[src/rtl/uart_mem_bridge.sv]
// Host byte-stream bridge: loads words into memory from UART frames, dumps memory back, ACK/NAKs writes.
// Latency: 2 cycles per write chunk; 1 + RD_LAT cycles per dump word read, then 1+ cycle per TX byte.
// Backpressure: TX bytes advance only on tx_valid & tx_ready; RX bytes arriving while busy are dropped and flagged.
module uart_mem_bridge #(
    parameter int ADDR_W  = 10,
    parameter int DATA_W  = 12,
    parameter int CHUNK_W = 6,
    parameter int RD_LAT  = 1
) (
    input  logic              clk,
    input  logic              rst,
    input  logic [7:0]        rx_data,
    input  logic              rx_valid,
    output logic [7:0]        tx_data,
    output logic              tx_valid,
    input  logic              tx_ready,
    output logic              mem_own,
    output logic [ADDR_W-1:0] mem_addr_data,
    output logic              mem_rw,
    output logic              mem_commit,
    input  logic [DATA_W-1:0] mem_result,
    output logic              busy,
    output logic              err_overrun,
    output logic              err_frame
);

    localparam int AB     = (ADDR_W + 5) / 6;
    localparam int DB     = (DATA_W + 5) / 6;
    localparam int AF     = AB * 6;
    localparam int DF     = DB * 6;
    localparam int PW     = AF + DF;
    localparam int RW     = DF + ADDR_W;
    localparam int NB     = AB + DB;
    localparam int NCHUNK = (DATA_W + CHUNK_W - 1) / CHUNK_W;
    localparam int CPW    = NCHUNK * CHUNK_W;
    localparam int IDX_W  = (NCHUNK > 1) ? $clog2(NCHUNK) : 1;
    localparam int CNT_W  = $clog2(NB + 1);
    localparam int WC_W   = $clog2(RD_LAT + 1);
    localparam int SW     = ((ADDR_W > DATA_W) ? ADDR_W : DATA_W) + 1;

    localparam logic [7:0] B_START = 8'hF5;
    localparam logic [7:0] B_WRITE = 8'hFA;
    localparam logic [7:0] B_DALL  = 8'hF6;
    localparam logic [7:0] B_DRNG  = 8'hF7;
    localparam logic [7:0] R_ACK   = 8'hA5;
    localparam logic [7:0] R_NAK   = 8'hE5;
    localparam logic [7:0] R_END   = 8'hFB;
    localparam logic [ADDR_W-1:0] ADDR_MAX = '1;

    typedef enum logic [2:0] {
        IDLE, COLLECT, WR_ADDR, WR_DATA, RD_ADDR, RD_WAIT, TX_BYTES, TX_RESP
    } state_t;

    state_t state, state_nxt;

    logic [CNT_W-1:0]  cnt;
    logic [RW-1:0]     payload;
    logic [IDX_W-1:0]  chunk_idx;
    logic [ADDR_W-1:0] dump_addr;
    logic [ADDR_W-1:0] dump_end;
    logic [WC_W-1:0]   wait_cnt;
    logic [PW-1:0]     tx_sreg;
    logic [CNT_W-1:0]  byte_cnt;
    logic [7:0]        resp;

    // Payload register keeps only the bits that land in the address and data fields.
    logic [ADDR_W-1:0] frame_addr;
    logic [DATA_W-1:0] frame_data;
    logic [CPW-1:0]    data_pad;
    logic [CHUNK_W-1:0] chunk;
    logic [ADDR_W-1:0] wr_word;
    logic [SW-1:0]     rng_sum;
    logic [ADDR_W-1:0] rng_end;

    assign frame_addr = payload[RW-1:DF];
    assign frame_data = payload[DATA_W-1:0];
    assign data_pad   = CPW'(frame_data);
    assign chunk      = data_pad[chunk_idx*CHUNK_W +: CHUNK_W];
    assign wr_word    = (ADDR_W'(chunk_idx) << CHUNK_W) | ADDR_W'(chunk);
    assign rng_sum    = SW'(frame_addr) + SW'(frame_data);
    assign rng_end    = (rng_sum > SW'(ADDR_MAX)) ? ADDR_MAX : rng_sum[ADDR_W-1:0];

    logic idle_like, rx_take, is_payload, is_cmd, frame_full;
    logic do_start, do_write, do_dump_all, do_dump_rng, do_nak, do_shift, do_err;
    logic tx_fire, rd_done, tx_last, dump_last, wr_last;

    assign idle_like   = (state == IDLE) || (state == COLLECT);
    assign rx_take     = rx_valid && idle_like;
    assign is_payload  = (rx_data[7:6] == 2'b00);
    assign is_cmd      = (rx_data == B_START) || (rx_data == B_WRITE) ||
                         (rx_data == B_DALL)  || (rx_data == B_DRNG);
    assign frame_full  = (state == COLLECT) && (cnt == CNT_W'(NB));
    assign do_start    = rx_take && (rx_data == B_START);
    assign do_write    = rx_take && (rx_data == B_WRITE) && frame_full;
    assign do_dump_all = rx_take && (rx_data == B_DALL);
    assign do_dump_rng = rx_take && (rx_data == B_DRNG) && frame_full;
    assign do_nak      = rx_take && ((rx_data == B_WRITE) || (rx_data == B_DRNG)) && !frame_full;
    assign do_shift    = rx_take && is_payload && (state == COLLECT) && (cnt < CNT_W'(NB));
    assign do_err      = rx_take && !is_cmd && !do_shift;

    assign tx_fire   = ((state == TX_BYTES) || (state == TX_RESP)) && tx_ready;
    assign rd_done   = (state == RD_WAIT) && (wait_cnt == WC_W'(RD_LAT - 1));
    assign tx_last   = (state == TX_BYTES) && tx_ready && (byte_cnt == CNT_W'(NB - 1));
    assign dump_last = (dump_addr == dump_end);
    assign wr_last   = (state == WR_DATA) && (chunk_idx == IDX_W'(NCHUNK - 1));

    always_ff @(posedge clk or posedge rst) begin
        if (rst) state <= IDLE;
        else     state <= state_nxt;
    end

    always_comb begin
        state_nxt     = state;
        tx_valid      = 1'b0;
        tx_data       = 8'h00;
        mem_own       = 1'b0;
        mem_addr_data = '0;
        mem_rw        = 1'b1;
        mem_commit    = 1'b0;
        busy          = 1'b1;
        case (state)
            IDLE, COLLECT: begin
                busy = 1'b0;
                if (do_start)                        state_nxt = COLLECT;
                else if (do_write)                   state_nxt = WR_ADDR;
                else if (do_dump_all || do_dump_rng) state_nxt = RD_ADDR;
                else if (do_nak)                     state_nxt = TX_RESP;
                else if (do_err)                     state_nxt = IDLE;
            end
            WR_ADDR: begin
                mem_own       = 1'b1;
                mem_addr_data = frame_addr;
                mem_rw        = 1'b0;
                state_nxt     = WR_DATA;
            end
            WR_DATA: begin
                mem_own       = 1'b1;
                mem_addr_data = wr_word;
                mem_rw        = 1'b0;
                mem_commit    = 1'b1;
                state_nxt     = wr_last ? TX_RESP : WR_ADDR;
            end
            RD_ADDR: begin
                mem_own       = 1'b1;
                mem_addr_data = dump_addr;
                state_nxt     = RD_WAIT;
            end
            RD_WAIT: begin
                // Address stays on the bus until the word is captured.
                mem_own       = 1'b1;
                mem_addr_data = dump_addr;
                if (rd_done) state_nxt = TX_BYTES;
            end
            TX_BYTES: begin
                mem_own  = 1'b1;
                tx_valid = 1'b1;
                tx_data  = {2'b00, tx_sreg[PW-1 -: 6]};
                if (tx_last) state_nxt = dump_last ? TX_RESP : RD_ADDR;
            end
            TX_RESP: begin
                tx_valid = 1'b1;
                tx_data  = resp;
                if (tx_fire) state_nxt = IDLE;
            end
            default: state_nxt = IDLE;
        endcase
    end

    always_ff @(posedge clk or posedge rst) begin
        if (rst) begin
            cnt         <= '0;
            payload     <= '0;
            chunk_idx   <= '0;
            dump_addr   <= '0;
            dump_end    <= '0;
            wait_cnt    <= '0;
            tx_sreg     <= '0;
            byte_cnt    <= '0;
            resp        <= 8'h00;
            err_overrun <= 1'b0;
            err_frame   <= 1'b0;
        end else begin
            if (do_start) begin
                cnt         <= '0;
                err_overrun <= 1'b0;
                err_frame   <= 1'b0;
            end
            if (do_shift) begin
                payload <= {payload[RW-7:0], rx_data[5:0]};
                cnt     <= cnt + CNT_W'(1);
            end
            if (do_err)                err_frame   <= 1'b1;
            if (rx_valid && !idle_like) err_overrun <= 1'b1;
            if (do_nak)                resp        <= R_NAK;

            if (do_write)                 chunk_idx <= '0;
            if (state == WR_DATA && !wr_last) chunk_idx <= chunk_idx + IDX_W'(1);
            if (wr_last)                  resp      <= R_ACK;

            if (do_dump_all) begin
                dump_addr <= '0;
                dump_end  <= ADDR_MAX;
            end
            if (do_dump_rng) begin
                dump_addr <= frame_addr;
                dump_end  <= rng_end;
            end

            if (state == RD_ADDR)            wait_cnt <= '0;
            if (state == RD_WAIT && !rd_done) wait_cnt <= wait_cnt + WC_W'(1);
            if (rd_done) begin
                tx_sreg  <= {AF'(dump_addr), DF'(mem_result)};
                byte_cnt <= '0;
            end

            if (state == TX_BYTES && tx_ready) begin
                tx_sreg  <= tx_sreg << 6;
                byte_cnt <= byte_cnt + CNT_W'(1);
                if (tx_last && !dump_last) dump_addr <= dump_addr + ADDR_W'(1);
                if (tx_last && dump_last)  resp      <= R_END;
            end
        end
    end

endmodule
[config.mk]
export PLATFORM = sky130hd
export DESIGN_NAME = uart_mem_bridge
export DESIGN_NICKNAME = d
export VERILOG_FILES = /design/src/rtl/uart_mem_bridge.sv
export SDC_FILE = /design/constraint.sdc
export NUM_CORES = 1
export LEC_CHECK = 0
export CORE_ASPECT_RATIO = 0.75
export CORE_MARGIN = 3
export CORE_UTILIZATION = 43
export CTS_BUF_LIST = sky130_fd_sc_hd__clkbuf_8
export DETAILED_ROUTE_END_ITERATION = 8
export PLACE_DENSITY_LB_ADDON = 0.15
export SETUP_SLACK_MARGIN = 0.3
export SLEW_MARGIN = 20
export SYNTH_ARGS = -nofsm -noshare
export SYNTH_HDL_FRONTEND = slang
export SYNTH_SLANG_ARGS = --single-unit
[constraint.sdc]
create_clock -name clk -period 7.2 [get_ports clk]
set_input_delay 1.44 -clock clk [delete_from_list [all_inputs] [get_ports clk]]
set_output_delay 1.44 -clock clk [all_outputs]
set_load 0.1 [all_outputs]
Word-level counts from Yosys, hierarchy flattened
Cells that the tools add are included.
{"block": "totals", "register_bits": 87, "latchBits": 0, "ramBits": 0, "rom_bits": 0, "in_bits": 24, "output_inout_bits": 25, "word_cells": 138, "mem_count": 0}
{"block": "op_classes", "addsub": 6, "mul": 1, "div_mod_pow": 0, "n_lt_le_gt_ge": 2, "eq_ne": 18, "shift": 1, "n_mux": 42, "bitwise": 2, "reduce_logical": 54}
{"operator": "$mux 10", "count": 7}
{"operator": "$mux 24", "count": 2}
{"operator": "$mux 3", "count": 13}
{"operator": "$eq 8x8->1 const B", "count": 4}
{"operator": "$mux 8", "count": 4}
{"operator": "$pmux 10 s3", "count": 1}
{"operator": "$logic_and 1x1->1", "count": 25}
{"operator": "$pmux 3 s7", "count": 1}
{"operator": "$pmux 8 s2", "count": 1}
{"operator": "$eq 3x3->1 const B", "count": 5}
{"operator": "$reduce_bool 2->1", "count": 7}
{"operator": "$add 10x12->13", "count": 1}
{"operator": "$gt 13x10->1 const B", "count": 1}
{"operator": "$mux 1", "count": 12}
{"operator": "$shiftx 12x5->6", "count": 1}
{"operator": "$add 10x1->10 const B", "count": 1}
{"operator": "$eq 10x10->1", "count": 1}
{"operator": "$eq 3x2->1 const B", "count": 3}
{"operator": "$reduce_or 2->1", "count": 4}
{"operator": "$logic_not 1->1", "count": 7}
{"operator": "$logic_or 1x1->1", "count": 7}
{"operator": "$or 7x6->7", "count": 1}
{"operator": "$add 3x1->3 const B", "count": 2}
{"operator": "$ne 2x2->1 const B", "count": 3}
{"operator": "other kinds (11)", "count": 12}

Depth between registers and ports, before layout
Gate-level depths: netlist (run 1).
{"block": "logic_depth", "word_depth": 14, "ltp_mapped": 10, "mapped_depth_nobuf": 9}

Least setup slack after synthesis (run 1)
Ideal clock, no wire load.
{"block": "synth_path", "path_kind": "register -> output", "from": "register state[1]", "to": "output mem_addr_data[0]", "arrival_time_ns": 3.923, "required_ns": 5.760, "path_slack_ns": 1.837, "path_stages_with_launch": 5, "n_path_buf": 1, "path_cell_list": "dfrtp_1 > buf_2 > nor2b_1 > clkinv_1 > o21ai_0"}
{"block": "synth_between", "elab_chain_cells": 3, "word_cells_on_any_way": 6, "cone_classes": "eq/ne: 4; mux: 1; reduce/logical: 1"}
{"item": "start: declaration", "line": "54", "rtl": "state_t state, state_nxt;"}
{"item": "start signal: assignment", "line": "109", "rtl": "else state <= state_nxt;"}
{"item": "$eq 3x3->1", "line": "121", "rtl": "case (state)"}
{"item": "$reduce_or 2->1 (no source line)"}
{"item": "$pmux 10 s3 (*)", "line": "121"}
{"item": "end: declaration", "line": "18", "rtl": "output logic [ADDR_W-1:0] mem_addr_data,"}
Every way passes the cells marked *; elsewhere a longest branch is shown, timed or not.

Worst setup path after layout (run 1)
{"block": "layout_path", "from": "register state[0]", "to": "output mem_addr_data[1]"}
The elaborated chain is that of the path after synthesis.

==> run_results.csv, run 1 <==
group,metric,value,unit
run_status,status,"finished, final reports clean",
timing,setup_violations,0,
clock_network,cts_tree,"built",
finish,nFillCells,1053,
hold_path,holdCritPathClass,"register to register",
finish,syn_to_final_growth,15.9,%
clock_network,hold_buffers,0,
setup_path,r2r-end,"payload[8]$_DFFE_PP0P_",
clock_network,clock_path_buffers,2,
routing,totalWireLength,12500,um
clock_network,htreeDepth,3,
synth,synth-edff-count,0,
hold_path,hold_path_end,"resp[7]$_DFF_PP0_",
global_routing,grt_overflow,0,
timing,tightestPinTransition,1.04,ns
clock_network,clock_sinks,87,
die,initial_utilization,44.4,%
synth,yosys.area.top_type,"dfrtp_1",
finish,antenna_cells,0,
flow_run,drv_cap,0,
setup_path,r2r_cells,5,
global_routing,antenna_found_initial,0,
timing,clock-skew-final,0.0123,ns
global_routing,grtUsageTotal,20.6,%
clock_network,path_clk_slew,0.09,ns
timing,fin_crit,4.82,ns
power,power_density,349,nW/um^2
clock_network,post_cts_resized,0,
setup_path,cp.required,5.76,ns
routing,first_pass_iters,4,
synth,syn_nets,566,
placement,dpl.hpwl,8810,um
synth,postSynthCellCount,526,
synth,synth_top_cell_area_share,44.6,%
global_routing,grt_pass1_wl,20500,um
global_routing,grt_max_degree,82,
synth,synth_area_leaders,"dfrtp_1 45%, nand2_1 7.1%, mux2_4 5.8%",
timing,fmaxAchievable,208,MHz
timing,hold_viol,0,
setup_path,crit_type,"register to primary output",
timing,slew_headroom,30.1,%
placement,finalWeightedCongestion,0.891,
die,die_h,98.2,um
routing,via_count,3885,
timing,fin_crit_sh,66.9,%
setup_path,worstPathArrival,3.38,ns
die,boundaryPins,49,
routing,viasPerCell,5.49,
placement,port_buffers,48,
synth,synth.most_common_cell,"nand2_1",
synth,ys_types,52,
power,peakVddDrop,332,uV
timing,grt_setup_unrepaired,"false",
synth,synth_area_per_cell,9.27,sq um
clock_network,clock-root-buffer,"clkbuf_8",
die,row_count,33,
clock_network,numCtsBuffers,9,
setup_path,r2r-start,"state[0]$_DFFE_PP0P_",
clock_network,clock_latency,0.38,ns
die,die_area,12700,sq um
finish,nets,603,
routing,drcViolationCount,0,
global_routing,grt_pass1_vias,3812,
setup_path,r2r_setup_slack,4.25,ns
synth,async_flop_share,100,%
timing,fin_setup_tns,0,ns
routing,drtIter0Drc,230,
routing,detail-route-antenna-nets,0,
clock_network,cts_setup_buffers,0,
timing,finalMaxSlewViolations,0,
routing,wl_per_cell,17.6,um
synth,ys_ff_latch,87,
synth,yosysWarnings,0,
synth,synth_seq_area_share,44.6,%
setup_path,endpoint_kind,"primary output",
setup_path,start_kind,"register",
hold_path,hold_path_depth,1,
finish,drive_gt1_share,8.27,%
setup_path,crit_fanout,23,
power,total_power,0.00197,W
die,die_w,129,um
synth,synth_ff_type,"dfrtp_1",
hold_path,hold_path_startpoint,"resp[7]$_DFF_PP0_",
power,leakagePower,2.71,nW
die,core,11000,sq um
synth,netlist_area,4880,sq um
synth,synth_common_cells,"92 x nand2_1, 87 x dfrtp_1, 39 x o21ai_0",
[worst max-delay path: stages, from the launching register on]
cell,delay (ns)
dfrtp_1,0.91
inv_2,0.34
nor2_1,0.19
a21oi_1,0.05
o21ai_0,0.29
clkdlybuf4s50_1,1.21
[worst max-delay path by stage]
stage,start,endpoint,slack (ns),cells past startpoint
after floorplan,state[1]$_DFFE_PP0P_,mem_addr_data[0],1.84,4
after global placement,state[0]$_DFFE_PP0P_,mem_addr_data[1],2.86,5
after detailed placement,state[0]$_DFFE_PP0P_,mem_addr_data[1],2.84,5
after CTS,state[0]$_DFFE_PP0P_,mem_addr_data[1],2.41,5
after global routing,state[0]$_DFFE_PP0P_,mem_addr_data[1],2.28,5
final,state[0]$_DFFE_PP0P_,mem_addr_data[1],2.38,5
[flip-flops by register name, summed over array words and instances, names as in the netlist]
register and flops:
cnt 3, chunk_idx 1, resp 8, dump_addr 10, dump_end 10, wait_cnt 1
byte_cnt 3, err_frame 1, tx_sreg 24, err_overrun 1, payload 22, state 3
[report_power, final]
group	internal (W)	switching, W
Sequential	0.000603	0.000150
Combinational	0.000282	0.000579
Clock	0.000164	0.000195
[metrics by stage]
step / cell area [sq um] / instances / hold WS, ns / util, % / worst slack [ns]
6_report: 5660 / 708 / 0.475 / 51.5 / 2.38
5_1_grt: 5660 / 708 / 0.503 / 51.5 / 2.28
4_1_cts: 5650 / 708 / 0.477 / 51.5 / 2.41
3_5_place_dp: 5450 / 692 / 0.452 / 49.6 / 2.84
3_3_place_gp: 5450 / 692 / 0.446 / 49.6 / 2.86
2_1_floorplan: 4880 / 526 / 0.426 / - / 1.84
[metal layers]
metal	track usage, %	up-vias	wire length, um
li1	-	1904	-
met2	28.6	80	5310
met4	4.92	0	117
met1	31.7	1891	6380
met3	5.41	10	654
met5	0	-	0
[kinds of logic (layout without fill, tap and decap cells)]
family / count (synthesis) / in the layout / synth area share, %
xor gates and xnor gates: 21 / 21 / 3.77
AOI/OAI and AO/OA: 122 / 122 / 15.3
DFF: 87 / 87 / 44.6
buffers and inverters: 49 / 91 / 4.33
and+or+nand+nor: 196 / 196 / 18.5
adders and majority gates: 16 / 16 / 4.26
muxes: 35 / 35 / 9.13
[area by class of cell]
type	count	area (sq um)	share of cell area, %
Sequential cell	87	2180	38.5
Inverter	22	83.8	1.48
Timing Repair Buffer	53	522	9.23
Multi-Input combinational cell	390	2490	44.1
Clock inverter	7	81.3	1.44
Clock buffer	9	124	2.19
Tap cell	140	175	3.10
[placed cells by master (no fill, tap or decap), types with 16 or more instances in the layout]
master	count
nor2_1	33
xor2_1	17
clkdlybuf4s50_1	48
mux2_4	19
a21oi_1	31
a22oi_1	18
mux2i_1	16
nand2_1	92
o21ai_0	39
dfrtp_1	87
nand3_1	20
inv_1	19
No activity file was read; power rests on OpenSTA's default activity.
==> inputs of run 2 (changes only) <==
==> constraint.sdc (replaced) <==
create_clock -name clk -period 4.7 [get_ports clk]
set_input_delay 0.94 -clock clk [delete_from_list [all_inputs] [get_ports clk]]
set_output_delay 0.94 -clock clk [all_outputs]
set_load 0.1 [all_outputs]
==> run 2 against run 1 <==
Effect of this change: cell count rose by 0.42%; total power rose by 52%; register-to-register slack got worse by 2.4 ns; critical endpoint is now mem_commit.
==> run_results.csv, run 2 (synthesis results as in run 1) <==
group,metric,value,unit
run_status,status,"finished, final reports clean",
finish,largestRegisters,"tx_sreg (24), payload (22)",
finish,drive_gt1_share,10.5,%
clock_network,cts_setup_buffers,0,
die,boundaryPins,49,
finish,instances_no_fill,711,
placement,dpl.hpwl,9060,um
finish,nets,606,
timing,slew_headroom,32.3,%
finish,syn_to_final_growth,15.6,%
clock_network,post_cts_resized,0,
clock_network,clock_latency,0.36,ns
routing,totalWireLength,12500,um
clock_network,hold_buffers,0,
clock_network,clock_sinks,87,
global_routing,grt_pass1_vias,3873,
setup_path,start_kind,"register",
global_routing,grt_max_degree,48,
power,leakagePower,2.75,nW
routing,via_count,3923,
timing,fmaxAchievable,258,MHz
setup_path,crit_fanout,23,
finish,largest_reg_flops,24,
timing,grt_setup_unrepaired,"false",
clock_network,path_clk_slew,0.09,ns
clock_network,cts_tree,"built",
timing,finalMaxSlewViolations,0,
die,die_area,12700,sq um
clock_network,clock_path_buffers,2,
die,row_count,33,
global_routing,grt_pass1_wl,20600,um
timing,fin_crit,3.87,ns
die,core,11000,sq um
routing,drtIter0Drc,311,
hold_path,holdCritPathClass,"register to register",
placement,finalWeightedCongestion,0.877,
setup_path,critPathTopFamily,"buffers and inverters",
die,initial_utilization,44.4,%
setup_path,crit_type,"register to primary output",
routing,first_pass_iters,5,
timing,hold_ws,0.488,ns
setup_path,cp_cell_sequence,"inv_2 -> nor2_1 -> clkdlybuf4s50_1",
setup_path,endpoint_kind,"primary output",
finish,antenna_cells,0,
die,die_h,98.2,um
setup_path,slowest_stage,"clkdlybuf4s50_1",
setup_path,cp.required,3.76,ns
finish,mostFrequentLayoutCell,"nand2_1",
setup_path,max_stage_delay,1.15,ns
global_routing,antenna_found_initial,0,
power,peakVddDrop,487,uV
die,die_w,129,um
setup_path,worstPathArrival,2.93,ns
placement,port_buffers,48,
routing,drcViolationCount,0,
clock_network,numCtsBuffers,9,
power,power_density,533,nW/um^2
flow_run,drv_cap,0,
global_routing,grtUsageTotal,20.6,%
timing,setup_violations,0,
placement,dp.cells,695,
timing,fin_crit_sh,82.3,%
timing,tightestPinTransition,1.01,ns
finish,regMostFlops,"tx_sreg",
clock_network,htreeDepth,3,
routing,detail-route-antenna-nets,0,
routing,viasPerCell,5.52,
timing,hold_viol,0,
global_routing,grt_overflow,0,
clock_network,clock-root-buffer,"clkbuf_8",
setup_path,path_buf_inv,2,
finish,final_cell_mix,"92 x nand2_1, 87 x dfrtp_1, 39 x o21ai_0",
routing,wl_per_cell,17.5,um
timing,clock-skew-final,0.00960,ns
[run 2: cell types whose count changed in the layout (fill, tap and decap cells not counted)]
cell / previous run / this run
inv_8: 1 / 0
clkinv_2: 1 / 3
clkdlybuf4s50_1: 48 / 38
buf_6: 1 / 0
clkinvlp_4: 3 / 2
buf_4: 4 / 18
[run 2: stage by stage]
stage	utilization (%)	setup TNS (ns)	power [W]	cell area, sq um	setup WS (ns)
6_report	51.4	0	0.00300	5640	0.830
5_1_grt	51.4	0	0.00320	5640	0.681
4_1_cts	51.4	0	0.00302	5640	0.821
3_5_place_dp	49.6	0	0.00248	5440	1.26
3_3_place_gp	49.6	0	0.00246	5440	1.31
2_1_floorplan	-	-1.14	0.00213	4880	-0.163
[run 2: final timing paths]
path,end,from,cells after the start,slack (ns)
max in group asynchronous,cnt[1]$_DFFE_PP0P_,rst,3,3.21
min in group asynchronous,tx_sreg[6]$_DFFE_PP0P_,rst,3,1.04
setup / recovery,mem_commit,state[0]$_DFFE_PP0P_,3,0.83
hold / removal,resp[3]$_DFF_PP0_,resp[3]$_DFF_PP0_,1,0.49
hold reg to reg,resp[3]$_DFF_PP0_,resp[3]$_DFF_PP0_,1,0.49
setup reg to reg,payload[12]$_DFFE_PP0P_,state[0]$_DFFE_PP0P_,5,1.82
[run 2: area by class of cell]
class	instances	area (sq um)
repair buffers	56	515
flip-flops and latches	87	2180
well taps	140	175
multi-input cells	390	2490
clock inverters	7	72.6
inverters	22	83.8
clock buffers	9	124
fillers	1032	5340
[run 2: routing by layer]
layer / track usage (%) / wire length [um] / vias up
li1: - / - / 1919
met1: 32.0 / 6210 / 1874
met2: 29.1 / 5250 / 118
met3: 4.65 / 835 / 12
met4: 4.84 / 177 / 0
met5: 0 / 0 / -
[run 2: worst reg2reg max path, cell delays in order (launching register included)]
cell and delay, ns:
dfrtp_1 0.89, inv_2 0.32, or4_1 0.58, or2_1 0.35
buf_4 0.30, mux2_4 0.33
[run 2: where the power goes]
group | switching, W | total [W] | internal [W]
Sequential | 0.000236 | 0.00116 | 0.000923
Combinational | 0.000881 | 0.00132 | 0.000435
Clock | 0.000283 | 0.000529 | 0.000247
==> inputs of run 3 (changes only) <==
==> constraint.sdc (replaced) <==
create_clock -name clk -period 3.6 [get_ports clk]
set_input_delay 0.72 -clock clk [delete_from_list [all_inputs] [get_ports clk]]
set_output_delay 0.72 -clock clk [all_outputs]
set_load 0.1 [all_outputs]
==> run 3 against run 2 <==
Effect of this change: first-iteration DRC count decreased by 20%; critical path depth increased by 2; non-clock buffer count increased by 1; clock power increased by 10%; clock skew about the same; sequential power increased by 28%; routed wire length increased by 1.8%; register-to-register slack got worse by 0.82 ns; critical path type unchanged; critical endpoint is now mem_addr_data[8]; largest cell class unchanged; highest routed layer unchanged.
==> run_results.csv, run 3 (synthesis results as in run 1) <==
group,metric,value,unit
finish,multiInputGateArea,2540,sq um
setup_path,endpoint_kind,"primary output",
finish,largest_reg_flops,24,
die,boundaryPins,49,
setup_path,cp_common_cell,"buf_4",
clock_network,clock-root-buffer,"clkbuf_8",
global_routing,grt_overflow,0,
timing,setup_ws,0.693,ns
timing,setup_violations,0,
clock_network,hold_buffers,0,
global_routing,grt_max_degree,49,
timing,clock-skew-final,0.00968,ns
finish,mostFrequentLayoutCell,"nand2_1",
clock_network,cts_setup_buffers,0,
die,row_count,33,
finish,drive_gt1_share,14.3,%
global_routing,antenna_found_initial,0,
timing,fin_setup_tns,0,ns
run_status,status,"finished, final reports clean",
clock_network,clock_sinks,87,
clock_network,numCtsBuffers,9,
timing,slew_headroom,35.0,%
timing,grt_setup_unrepaired,"false",
setup_path,cp.required,2.88,ns
power,leakagePower,2.79,nW
clock_network,path_clk_slew,0.08,ns
routing,drcViolationCount,0,
placement,port_buffers,48,
setup_path,slowest_stage,"dfrtp_1",
routing,first_pass_iters,5,
finish,postLayoutCoreUtil,51.4,%
clock_network,post_cts_resized,0,
die,die_h,98.2,um
finish,largestRegisters,"tx_sreg (24), payload (22)",
setup_path,critPathTopFamily,"buffers and inverters",
die,die_w,129,um
clock_network,htreeDepth,3,
timing,fin_crit_sh,80.7,%
global_routing,grtUsageTotal,21.2,%
die,die_area,12700,sq um
setup_path,cp_cell_sequence,"nor2b_1 -> buf_4 -> nand2_1 -> o21ai_1 -> buf_4",
routing,totalWireLength,12700,um
finish,regMostFlops,"tx_sreg",
clock_network,clock_path_buffers,2,
power,peakVddDrop,620,uV
die,initial_utilization,44.4,%
timing,fmaxAchievable,344,MHz
hold_path,holdCritPathClass,"register to register",
finish,final_cell_mix,"92 x nand2_1, 87 x dfrtp_1, 31 x nor2_1, 31 x buf_4",
global_routing,grt_pass1_vias,3888,
timing,finalMaxSlewViolations,0,
setup_path,start_kind,"register",
timing,fin_crit,2.91,ns
flow_run,drv_cap,0,
finish,antenna_cells,0,
die,core,11000,sq um
routing,via_count,3975,
setup_path,worstPathArrival,2.19,ns
setup_path,path_buf_inv,2,
timing,tightestPinTransition,0.971,ns
routing,detail-route-antenna-nets,0,
timing,hold_viol,0,
routing,viasPerCell,5.58,
routing,wl_per_cell,17.8,um
routing,drtIter0Drc,248,
setup_path,crit_fanout,11,
finish,seq_area,2180,sq um
finish,syn_to_final_growth,15.6,%
clock_network,cts_tree,"built",
finish,nets,607,
setup_path,max_stage_delay,0.58,ns
placement,finalWeightedCongestion,0.885,
setup_path,crit_type,"register to primary output",
clock_network,clock_latency,0.36,ns
global_routing,grt_pass1_wl,21200,um
timing,hold_ws,0.470,ns
power,power_density,689,nW/um^2
finish,nFillCells,1050,
placement,preCtsSetupSlack,0.702,ns
placement,dpl.hpwl,9380,um
[run 3: cell count changes in the layout (fill, tap and decap cells not counted), moves of 2 or more]
cell / previous run / this run
o21ai_4: 0 / 2
nor2_2: 1 / 3
buf_4: 18 / 31
clkinv_2: 3 / 5
o21ai_1: 0 / 2
inv_1: 19 / 22
nor2_1: 33 / 31
clkdlybuf4s50_1: 38 / 25
o21ai_0: 39 / 30
o21ai_2: 0 / 5
[run 3: layer usage]
metal,global-route usage (%),vias to the layer above,share of wire [%]
met5,0,-,0
met3,4.43,8,5.0
li1,-,1915,-
met2,29.4,87,42
met1,33.6,1965,52
met4,4.68,0,0.79
[run 3: worst paths after layout]
check,startpoint,end,slack [ns],depth (start not counted)
max,state[2]$_DFFE_PP0P_,mem_addr_data[8],0.69,5
min,resp[7]$_DFF_PP0_,resp[7]$_DFF_PP0_,0.47,1
max reg2reg,payload[12]$_DFFE_PP0P_,dump_end[8]$_DFFE_PP0P_,1.00,9
min reg2reg,resp[7]$_DFF_PP0_,resp[7]$_DFF_PP0_,0.47,1
max in group asynchronous,rst,resp[4]$_DFF_PP0_,2.11,3
min in group asynchronous,rst,dump_addr[4]$_DFF_PP0_,0.80,2
[run 3: power breakdown]
group          internal, W  switching (W)  total [W]
clock network     0.000240       0.000342   0.000582
registers          0.00121       0.000278    0.00148
logic             0.000567        0.00125    0.00182
total              0.00201        0.00187    0.00388
[run 3: metrics by stage]
| step | instances | total power [W] | instance area, sq um |
|---|---|---|---|
| 6_report | 712 | 0.00388 | 5640 |
| 5_1_grt | 712 | 0.00414 | 5640 |
| 3_5_place_dp | 696 | 0.00330 | 5480 |
| 2_1_floorplan | 526 | 0.00283 | 4930 |
| 4_1_cts | 712 | 0.00390 | 5640 |
| 3_3_place_gp | 696 | 0.00328 | 5480 |
[run 3: final cells by class]
| class | count | share of cell area [%] |
|---|---|---|
| Multi-Input combinational cell | 390 | 45.1 |
| Sequential cell | 87 | 38.6 |
| Timing Repair Buffer | 57 | 8.92 |
| Tap cell | 140 | 3.11 |
| Clock buffer | 9 | 2.20 |
| Inverter | 22 | 1.51 |
| Clock inverter | 7 | 0.599 |
==> RTL edit 1 (settings of run 3) <==
Change the parameter `ADDR_W` from 10 to 9.
--- a/src/rtl/uart_mem_bridge.sv
+++ b/src/rtl/uart_mem_bridge.sv
@@ -4,3 +4,3 @@
 module uart_mem_bridge #(
-    parameter int ADDR_W  = 10,
+    parameter int ADDR_W  = 9,
     parameter int DATA_W  = 12,
Interface: changed (resized mem_addr_data); port bits go from 49 to 48. The function was not compared with the original's and may differ.
==> RTL edit 1 against run 3 <==
Clock skew up 0.00069 ns; via count shrank 10%; sequential cell count down 3; power decreased by 0.39%; global-route usage shrank 0.80 points; routed wire length shrank 9.3%; design area down 5.2%; synthesized area is 7.0% lower; die area is 6.6% lower; worst setup slack got worse by 0.18 ns; largest cell class unchanged; largest power group unchanged.
==> RTL edit 1: results (changes against run 3) <==
* CP max stage delay at 0.55 ns (-0.03 ns)
* Adder-cell share of the synthesized area at 4.302% (+0.045 points)
* Vias per inst at 5.490 (-1.7%)
* Crit-path max FO at 10 (-1)
* Peak VDD IR at 0.0006901 V (+11%)
* Filler cell count at 933 (-11%)
* RePlAce Congestion at 0.8733 (-1.3%)
* Metal3 WL at 499 um (-21%)
* Worst slew pin tran at 0.9694 ns (-0.002097 ns)
* Register area at 2102 um^2 (-3.4%)
* Invs w/o clock at 15 (-32%)
* Footprint of the multi-input gates at 2333 um^2 (-8.2%)
* Global-route wire length before repair at 19090 um (-9.8%)
* HPWL after DPL at 8479 um (-9.6%)
* NonClk Buf Share at 8.755% (-0.16 points)
* Global-route usage over all layers at 20.37% (-0.80 points)
* Post-synthesis compound-gate area fraction at 16.74% (+1.4 points)
* Routing usage on met2 at 30.80% (+1.4 points)
* Synth unique cells at 58 (+12%)
* Status: finished, final reports clean
* IO Port Bufs at 47 (-2.1%)
* Multi-input logic cell count at 350 (-10%)
* Comb pwr share at 44.3% (-2.5 points)
* Leak pwr at 0.002613 uW (-6.4%)
* Clk sinks at 84 (-3.4%)
* GR Util met3 at 4.579% (+0.15 points)
* Sequential share of the synthesized area at 46.33% (+1.7 points)
* Syn_nets at 507 (-10%)
* Int Power at 2060 uW (+2.3%)
* Nets at 553 (-8.9%)
* Largest net degree at the start of global routing at 44 (-10%)
* Vias in the first global route at 3572 (-8.1%)
## RTL edit 1: worst reg2reg max path, delay by kind of cell (launching register included)
family / cells / cell delay (ns)
compound gates: 4 / 0.91
buf+inv: 1 / 0.08
flops: 1 / 0.43
simple gates: 1 / 0.14
fa+ha+maj: 2 / 0.46
mux: 1 / 0.33
## RTL edit 1: through the flow
stage | hold slack, ns | utilization [%] | setup slack (ns) | cells
6_report | 0.4721 | 53.62 | 0.5159 | 651
5_1_grt | 0.5103 | 53.62 | 0.3470 | 651
4_1_cts | 0.4730 | 53.58 | 0.4761 | 651
3_5_place_dp | 0.4520 | 51.42 | 0.6751 | 635
3_3_place_gp | 0.4518 | 51.42 | 0.7556 | 635
2_1_floorplan | 0.4258 | - | 0.08136 | 468
## RTL edit 1: cell families (layout without fill, tap and decap cells)
kind of cell | after synthesis | in the layout
AO/OA/AOI/OAI | 117 | 117
XOR/XNOR | 17 | 17
adder cells (fa/ha/maj) | 15 | 15
AND/OR/NAND/NOR | 167 | 167
flip-flops | 84 | 84
buffers and inverters | 34 | 85
multiplexers | 34 | 34
## RTL edit 1: path summary, 6_finish.rpt
check,end,cells past startpoint,startpoint,slack (ns)
max,mem_commit,5,state[1]$_DFFE_PP0P_,0.52
min,resp[7]$_DFF_PP0_,1,resp[7]$_DFF_PP0_,0.47
max reg2reg,dump_end[7]$_DFFE_PP0P_,9,payload[0]$_DFFE_PP0P_,1.11
min reg2reg,resp[7]$_DFF_PP0_,1,resp[7]$_DFF_PP0_,0.47
max in group asynchronous,dump_addr[1]$_DFF_PP0_,3,rst,2.03
min in group asynchronous,resp[2]$_DFF_PP0_,2,rst,0.80
## RTL edit 1: timing repair
action | in CTS | in global routing
hold buffers | 0 | 0
setup endpoints to repair | 0 | 1
setup buffers | 0 | 0
gates resized for setup | 0 | 1
==> RTL edit 2 (settings of run 3) <==
Made on the original files. Register the output `err_frame` once more, without a reset; this adds one clock of latency there. The other outputs are not delayed to match.
--- a/src/rtl/uart_mem_bridge.sv
+++ b/src/rtl/uart_mem_bridge.sv
@@ -53,2 +53,4 @@
 
+    logic err_frame_s0;
+
     state_t state, state_nxt;
@@ -180,3 +182,3 @@
             err_overrun <= 1'b0;
-            err_frame   <= 1'b0;
+            err_frame_s0 <= 1'b0;
         end else begin
@@ -185,3 +187,3 @@
                 err_overrun <= 1'b0;
-                err_frame   <= 1'b0;
+                err_frame_s0 <= 1'b0;
             end
@@ -191,3 +193,3 @@
             end
-            if (do_err)                err_frame   <= 1'b1;
+            if (do_err)                err_frame_s0 <= 1'b1;
             if (rx_valid && !idle_like) err_overrun <= 1'b1;
@@ -224,2 +226,6 @@
 
+    always_ff @(posedge clk) begin
+        err_frame <= err_frame_s0;
+    end
+
 endmodule
Function: changed (a bounded check fails within 4 cycles, from zero or initial values and one cycle with rst high).
==> RTL edit 2 against run 3 <==
Synthesized area rose by 0.18%; first-iteration DRC count up 37%; power down 1.4%; combinational power fell by 12%; die area grew 0.17%; worst setup slack worse by 0.15 ns; sequential cell count rose by 1; clock power rose by 19%; design area rose by 2.3%; sequential share of layout area decreased by 0.52 points; via count rose by 0.48%; routed wire length rose by 2.0%; maximum frequency is 4.9% lower; synthesized cell count fell by 1.9%; critical endpoint is now mem_addr_data[3].
==> RTL edit 2: results (changes against run 3) <==
* R2R setup slack at 0.57 ns (-0.43 ns)
* Mean post-synth cell area at 9.471 um^2 (+2.1%)
* Vias in the first global route at 3931 (+1.1%)
* Syn_nets at 556 (-1.8%)
* Peak VDD IR at 0.0003373 V (-46%)
* Average wire per standard cell at 18.44 um (+3.4%)
* CP max stage delay at 0.56 ns (-0.02 ns)
* Worst clock skew at 0.009666 ns (-0.00001418 ns)
* End of the worst hold path: err_frame$_DFF_P_
* HPWL after DPL at 9317 um (-0.63%)
* Final Hold Slack at 0.3720 ns (-0.09815 ns)
* Most instantiated cells after synthesis: 87 x dfrtp_1, 72 x nand2_1, 43 x nor2_1
* Layout cell share with drive strength beyond 1 at 13.70% (-0.63 points)
* Post-synthesis compound-gate area fraction at 17.13% (+1.8 points)
* Vias per inst at 5.689 (+1.9%)
* Footprint of the multi-input gates at 2536 um^2 (-0.25%)
* Crit-path max FO at 10 (-1)
* Clkbuf count at 11 (+2)
* Clk tree area frac at 3.448% (+0.65 points)
* Leak pwr at 0.002800 uW (+0.30%)
* Hold depth at 0 (-1)
* Slew headroom at 35.09% (+0.057 points)
* Fin util at 52.34% (+0.99 points)
* Status: finished, final reports clean
* Sequential share of the synthesized area at 44.96% (+0.33 points)
* XOR/XNOR Fraction of Synth Area at 4.301% (+0.53 points)
* Global-route usage over all layers at 21.23% (+0.053 points)
* Invs w/o clock at 17 (-23%)
* Filler cell count at 988 (-5.9%)
* Placed cell area at 5569 um^2 (+1.6%)
* Synth Register Bits at 88 (+1.1%)
* Ys async rst share at 98.86% (-1.1 points)
* NonClk Buf Share at 10.36% (+1.4 points)
* Top cells by area, synth: dfrtp_1 45%, nand2_1 5.5%, mux2_2 4.4%
==> RTL edit 2: cell count changes in the layout (fill, tap and decap cells not counted), sizes merged, moves of 4 or more <==
| cell | change |
|---|---|
| xor2 | +4 |
| nand2 | -20 |
| inv | -7 |
| nor2 | +9 |
| o21ai | -16 |
| nor4 | +4 |
| a22o | +11 |
| a31oi | -4 |
| nand3b | -4 |
| nor2b | -4 |
==> RTL edit 2: layer usage <==
metal | track usage (%) | routed length [um] | vias up
met2 | 30.93 | 5566 | 126
met1 | 32.41 | 6521 | 1936
met3 | 3.991 | 703 | 13
met4 | 5.488 | 153 | 0
li1 | - | - | 1919
met5 | 0 | 0 | -
==> RTL edit 2: power by group <==
group / leakage [uW] / internal (uW) / switching (uW)
Clock: 0.000112 / 352 / 343
Combinational: 0.00153 / 592 / 1010
Sequential: 0.00116 / 1230 / 301
==> RTL edit 2: what timing repair did <==
action | CTS | global route
setup endpoints to repair | 0 | 3
resized for setup | 0 | 1
endpoints found under the hold margin | 0 | 0
hold buffers | 0 | 0
